===== config.mk =====
export PLATFORM = sky130hd
export DESIGN_NAME = sub_result_skid_stage
export DESIGN_NICKNAME = d
export VERILOG_FILES = /design/src/rtl/sub_result_skid_stage.sv
export SDC_FILE = /design/constraint.sdc
export NUM_CORES = 1
export LEC_CHECK = 0
export BUFFER_PORTS_ARGS = -buffer_cell sky130_fd_sc_hd__buf_2
export CORE_MARGIN = 3
export CORE_UTILIZATION = 49
export CTS_CLUSTER_SIZE = 12
export DETAILED_ROUTE_END_ITERATION = 7
export PLACE_DENSITY = 0.71
export REMOVE_ABC_BUFFERS = 1
export SLEW_MARGIN = 40
export SYNTH_ARGS = -nofsm -noshare
export SYNTH_HDL_FRONTEND = slang
export SYNTH_SLANG_ARGS = --single-unit

===== constraint.sdc =====
create_clock -name clk -period 4.65 [get_ports clk]
set_input_delay 0.6975 -clock clk [delete_from_list [all_inputs] [get_ports clk]]
set_output_delay 0.6975 -clock clk [all_outputs]
set_load 0.005 [all_outputs]

===== src/rtl/sub_result_skid_stage.sv =====
// Registered valid/ready output stage behind the 32-bit subtractor.
// Holds up to two results (head + skid) so in_ready comes straight from a flop.
// Optionally clamps overflowed differences to the signed limit on entry, and
// tracks a sticky overflow flag plus a saturating overflow event counter.
//
// Handshake: a transfer happens on a rising clk edge where valid and ready are
// both 1; valid never depends combinationally on ready, and once out_valid is
// raised out_data/out_ovf are held until the downstream accepts them.
module sub_result_skid_stage #(
   parameter int WIDTH    = 32,
   parameter bit SATURATE = 1'b1,
   parameter int CNT_W    = 16
) (
   input  logic             clk,
   input  logic             rst,
   input  logic             in_valid,
   output logic             in_ready,
   input  logic [WIDTH-1:0] in_diff,
   input  logic             in_overflow,
   input  logic             in_a_sign,
   output logic             out_valid,
   input  logic             out_ready,
   output logic [WIDTH-1:0] out_data,
   output logic             out_ovf,
   input  logic             clr_sticky,
   output logic             sticky_ovf,
   output logic [CNT_W-1:0] ovf_count,
   output logic [1:0]       state_dbg
);

   typedef enum logic [1:0] {
      S_EMPTY = 2'd0,
      S_ONE   = 2'd1,
      S_TWO   = 2'd2
   } state_t;

   localparam logic [WIDTH-1:0] MAX_POS = {1'b0, {(WIDTH-1){1'b1}}};
   localparam logic [WIDTH-1:0] MAX_NEG = {1'b1, {(WIDTH-1){1'b0}}};
   localparam logic [CNT_W-1:0] CNT_MAX = {CNT_W{1'b1}};

   state_t           state_q, state_d;
   logic             in_ready_q, in_ready_d;
   logic [WIDTH-1:0] head_data_q, head_data_d;
   logic             head_ovf_q, head_ovf_d;
   logic [WIDTH-1:0] skid_data_q, skid_data_d;
   logic             skid_ovf_q, skid_ovf_d;
   logic             sticky_q, sticky_d;
   logic [CNT_W-1:0] cnt_q, cnt_d;

   logic             in_xfer;
   logic             out_xfer;
   logic [WIDTH-1:0] entry_data;

   assign in_ready   = in_ready_q;
   assign out_valid  = (state_q != S_EMPTY);
   assign out_data   = head_data_q;
   assign out_ovf    = head_ovf_q;
   assign sticky_ovf = sticky_q;
   assign ovf_count  = cnt_q;
   assign state_dbg  = state_q;

   assign in_xfer  = in_valid & in_ready_q;
   assign out_xfer = out_valid & out_ready;

   // Clamp an overflowed difference toward the sign of operand a on entry.
   always_comb begin
      entry_data = in_diff;
      if (SATURATE && in_overflow) begin
         entry_data = in_a_sign ? MAX_NEG : MAX_POS;
      end
   end

   // Occupancy FSM: next state, buffer moves and registered in_ready.
   always_comb begin
      state_d     = state_q;
      head_data_d = head_data_q;
      head_ovf_d  = head_ovf_q;
      skid_data_d = skid_data_q;
      skid_ovf_d  = skid_ovf_q;
      case (state_q)
         S_EMPTY: begin
            if (in_xfer) begin
               head_data_d = entry_data;
               head_ovf_d  = in_overflow;
               state_d     = S_ONE;
            end
         end
         S_ONE: begin
            if (in_xfer && out_xfer) begin
               head_data_d = entry_data;
               head_ovf_d  = in_overflow;
            end else if (in_xfer) begin
               skid_data_d = entry_data;
               skid_ovf_d  = in_overflow;
               state_d     = S_TWO;
            end else if (out_xfer) begin
               state_d = S_EMPTY;
            end
         end
         S_TWO: begin
            // in_ready is low here, so only the pop can happen.
            if (out_xfer) begin
               head_data_d = skid_data_q;
               head_ovf_d  = skid_ovf_q;
               state_d     = S_ONE;
            end
         end
         default: state_d = S_EMPTY;
      endcase
      in_ready_d = (state_d != S_TWO);
   end

   // Sticky flag (set wins over clear) and saturating overflow counter.
   always_comb begin
      sticky_d = (sticky_q & ~clr_sticky) | (in_xfer & in_overflow);
      cnt_d    = cnt_q;
      if (in_xfer && in_overflow && (cnt_q != CNT_MAX)) begin
         cnt_d = cnt_q + 1'b1;
      end
   end

   // State and datapath registers; reset drops any buffered entries.
   always_ff @(posedge clk) begin
      if (rst) begin
         state_q     <= S_EMPTY;
         in_ready_q  <= 1'b1;
         head_data_q <= '0;
         head_ovf_q  <= 1'b0;
         skid_data_q <= '0;
         skid_ovf_q  <= 1'b0;
         sticky_q    <= 1'b0;
         cnt_q       <= '0;
      end else begin
         state_q     <= state_d;
         in_ready_q  <= in_ready_d;
         head_data_q <= head_data_d;
         head_ovf_q  <= head_ovf_d;
         skid_data_q <= skid_data_d;
         skid_ovf_q  <= skid_ovf_d;
         sticky_q    <= sticky_d;
         cnt_q       <= cnt_d;
      end
   end

endmodule


# ---- Word level (Yosys, flattened, before mapping)
# Cells that the tools add are included.
dict set report op_classes {
  shifts 0
  n_reduce_logical 8
  div_mod_pow 0
  eq_ne 7
  multipliers 0
  bitwise 7
  magnitude_cmp 0
  n_mux 16
  add_sub_neg 1
}
# operator n
set ops {}
lappend ops {{32-bit two-way mux} 5}
lappend ops {{32-bit one-hot mux with 3 select lines} 1}
lappend ops {{16-bit by 1-bit adder with 16-bit output (second input constant)} 1}
lappend ops {{16-bit != test (second input constant)} 1}
lappend ops {{2-bit two-way mux} 5}
lappend ops {{2-bit != test (second input constant)} 4}
lappend ops {{2-bit one-hot mux with 3 select lines} 1}
lappend ops {{1-bit AND} 4}
lappend ops {{4-bit AND reduction} 1}
lappend ops {{1-bit logical AND} 3}
lappend ops {{1-bit two-way mux} 3}
lappend ops {{1-bit one-hot mux with 3 select lines} 1}
lappend ops {{3-bit AND reduction} 1}
lappend ops {{3-bit nonzero test} 1}
lappend ops {{2-bit by 1-bit equality test with 1-bit output (second input constant)} 1}
lappend ops {{2-bit equality test (second input constant)} 1}
lappend ops {{2-bit zero test} 1}
lappend ops {{1-bit inverter} 2}
lappend ops {{2-bit nonzero test} 1}
lappend ops {{1-bit bitwise OR} 1}
dict set report word_totals {
  romBits 0
  mem_count 0
  output_inout_bits 54
  latch_bits 0
  regBits 86
  mem_bits_rw 0
}

# ---- Logic depth before layout (Yosys ltp)
dict set report depth {
  word_depth 7
  mapped_depth 7
}

# ---- Worst setup path before layout
# OpenSTA, ideal clock, no wires.
dict set report synth_timing {
  path_type {register to register}
  startpoint {register cnt_q[0], in the netlist ovf_count[0]}
  endpoint {register cnt_q[14], in the netlist ovf_count[14]}
  n_path_buf 0
  stages_incl_launch_ff 6
  setup_time_ns 0.121
  t_arrival_ns 1.859
  t_required_ns 4.529
  path_slack_ns 2.670
  path_cell_list {dfxtp_1 > ha_1 > nand3_1 > or3_4 > nor4_1 > mux2_2}
}
dict set report synth_between {
  elab_chain_len 2
  elab_cells_between_ends 3
  classes_between {add/sub (1); eq/ne (1); reduce/logical (1)}
}
# element line
set synth_lines {}
lappend synth_lines {{start: declaration} 48} ;# logic [CNT_W-1:0] cnt_q, cnt_d;
lappend synth_lines {{start signal: assignment} 141} ;# cnt_q <= cnt_d;
lappend synth_lines {{branches (longest 2 deep; another with 16-bit by 1-bit adder with 16-bit output)} -}
# Parallel ways; which one is timed is not known.
# A chain may end at the register's enable or synchronous reset.

# ---- Worst setup path in the final report
# Same ends and word-level chain as after synthesis.

==> flow_metrics.env <==
export IMPL_finalClockSkew_ns=0.0118
export IMPL_startpoint_type="register"
export IMPL_clkLatencyLatePin_ns=0.35
export IMPL_tightest_slew_ns=0.754
export IMPL_cts_setup_buffers=0
export IMPL_pwr_density_cell_nw_per_um2=345
export IMPL_synth_top_area_cell="dfxtp_1"
export IMPL_clockBufferDepth=2
export IMPL_drive_gt1_frac=0.252
export IMPL_core_area_sq_um=7330
export IMPL_cts_sinks=86
export IMPL_yosysWarnings=0
export IMPL_yosysMostFrequentCell="dfxtp_1"
export IMPL_dpl_hpwl_microns=5550
export IMPL_overflow=0
export IMPL_drc=0
export IMPL_cts_root_buf="clkbuf_8"
export IMPL_via_per_inst=5.61
export IMPL_post_drt_wl_per_cell_microns=14.3
export IMPL_synth_cells=448
export IMPL_vias=3492
export IMPL_dieArea_sq_um=8730
export IMPL_start_util=0.511
export IMPL_drtIter0Drc=166
export IMPL_layout_cells_non_filler=623
export IMPL_synth_common_cells="dfxtp_1, a21oi_1, nor2_1"
export IMPL_outcome="completed"
export IMPL_setup_viol=0
export IMPL_area_growth_pct=18.7
export IMPL_cts_resized=0
export IMPL_clk_pin_slew_ns=0.09
export IMPL_synth_area_leaders="dfxtp_1, a21oi_1, a211o_1, nor2_1, a211oi_1"
export IMPL_final_nets=559
export IMPL_antenna_found_initial=0
export IMPL_maxSlewViolCount=0
export IMPL_yosysTopAreaCellShare=0.460
export IMPL_grt_use_total=0.204
export IMPL_postCtsHoldBufs=0
export IMPL_synth_edf_count=0
export IMPL_grt_max_degree=67
export IMPL_finalHoldViolCount=0
export IMPL_num_io_pins=93
export IMPL_vdd_drop_max_uv=223
export IMPL_num_rows=31
export IMPL_slew_headroom=0.498
export IMPL_syn_area_per_cell_sq_um=8.36
export IMPL_drtAntennaViolNets=0
export IMPL_portBuffers=92
export IMPL_yosysSeqAreaShare=0.460
export IMPL_post_route_min_period_ns=2.17
export IMPL_first_global_vias=3133
export IMPL_grt_pass1_wl_microns=14500
export IMPL_power_leakage_nw=1.88
export IMPL_cp_max_fo=8
export IMPL_min_path_type="reg -> reg"
export IMPL_antennaDiodeCount=0
export IMPL_synth_async_sr_flop_share=0
export IMPL_power_mw=1.53
export IMPL_cap_violations=0
export IMPL_cts_tree="done"
export IMPL_dr_pass1_iters=5
export IMPL_place_congestion=0.792
export IMPL_synth_cell_types=40
export IMPL_max_freq_mhz=461
export IMPL_totalWireLength_microns=8890
export IMPL_cts_buffers=9
export IMPL_cp_required_ns=4.89
export IMPL_worst_ep_arrival_time_ns=2.41
export IMPL_syn_area_sq_um=3740
export IMPL_ys_ff_latch=86
export IMPL_synthFlopType="dfxtp_1"
export IMPL_fillers=676
export IMPL_rsz0062_at_grt="false"
export IMPL_htree_levels=3
export IMPL_cp_end_kind="register"
export IMPL_critPathKind="reg -> reg"
export IMPL_die_y_microns=93.4
export IMPL_post_route_period_util=0.467
export IMPL_placed_cells=607
export IMPL_fp_dieW_microns=93.4
cell usage in the layout, fill, tap and decap left out, drive strengths merged:
cell type	instances
nor2	74
nand4b	1
mux2	4
nand4	5
inv	6
o31a	1
clkinv	2
a211o	33
nand3b	1
o21a	1
o31ai	3
nor3	2
or2	1
bufinv	1
and4	1
mux2i	5
nor2b	5
nor4	4
nand2b	3
dfxtp	86
clkinvlp	1
o22a	1
nand3	6
or3	9
a211oi	32
or4	2
buf	99
nor3b	1
xor2	1
o41ai	2
ha	1
o21ai	7
and3	2
clkbuf	10
nand2	37
a21oi	74
metal layers:
metal  wire, microns  vias up  GRT usage
met5               0        -          0
met4              95        0     0.0781
met3             552       10     0.0442
met2            4210       99      0.333
met1            4030     1634      0.263
li1                -     1749          -
path summary, 6_finish.rpt:
| path | to | slack, ns | cells past startpoint | start |
|---|---|---|---|---|
| max reg2reg | ovf_count[14] | 2.48 | 5 | ovf_count[0] |
| min | out_data[6] | 0.45 | 2 | out_data[6] |
| max | ovf_count[14] | 2.48 | 5 | ovf_count[0] |
| min reg2reg | out_data[6] | 0.45 | 2 | out_data[6] |
cells by family after synthesis:
group | Yosys count | synth area share
mux | 9 | 0.0254
flops | 86 | 0.460
compound gates | 154 | 0.272
simple gates | 154 | 0.192
xor+xnor | 1 | 0.00234
buf+inv | 43 | 0.0454
fa+ha+maj | 1 | 0.00334
area by class of cell:
type / instances / area, sq um / area share
sequential: 86 / 1720 / 0.387
clock buffer: 10 / 138 / 0.0310
tap: 99 / 124 / 0.0279
clock inverter: 6 / 68.8 / 0.0155
multi-input combinational: 319 / 1860 / 0.419
inverter: 4 / 15.0 / 0.00338
timing repair buffer: 99 / 513 / 0.115
critical path, cell delays in order, from the launching register on:
cell and delay [ns]:
dfxtp_1 0.42, ha_1 0.20, nand3_1 0.25, or3_4 0.48
nor4_1 0.34, mux2_2 0.37
power breakdown:
part           internal, mW  switching (mW)
Sequential            0.774          0.0219
Combinational        0.0832           0.110
Clock                 0.267           0.277
registers in the layout (all words and copies together) (netlist names):
| register | flops |
|---|---|
| skid_data_q | 32 |
| out_ovf | 1 |
| skid_ovf_q | 1 |
| state_dbg | 2 |
| sticky_ovf | 1 |
| ovf_count | 16 |
| in_ready | 1 |
| out_data | 32 |
stage by stage:
stage	cell area, sq um	util	TNS, ns	hold WS (ns)	worst slack (ns)
after floorplan	3590	-	-9.97	0.442	-0.355
after global placement	4240	0.578	0	0.436	2.30
after detailed placement	4240	0.578	0	0.441	2.28
after CTS	4440	0.606	0	0.456	2.47
after global routing	4440	0.606	0	0.471	2.41
final	4440	0.606	0	0.454	2.48
(Power assumes the default switching activity.)
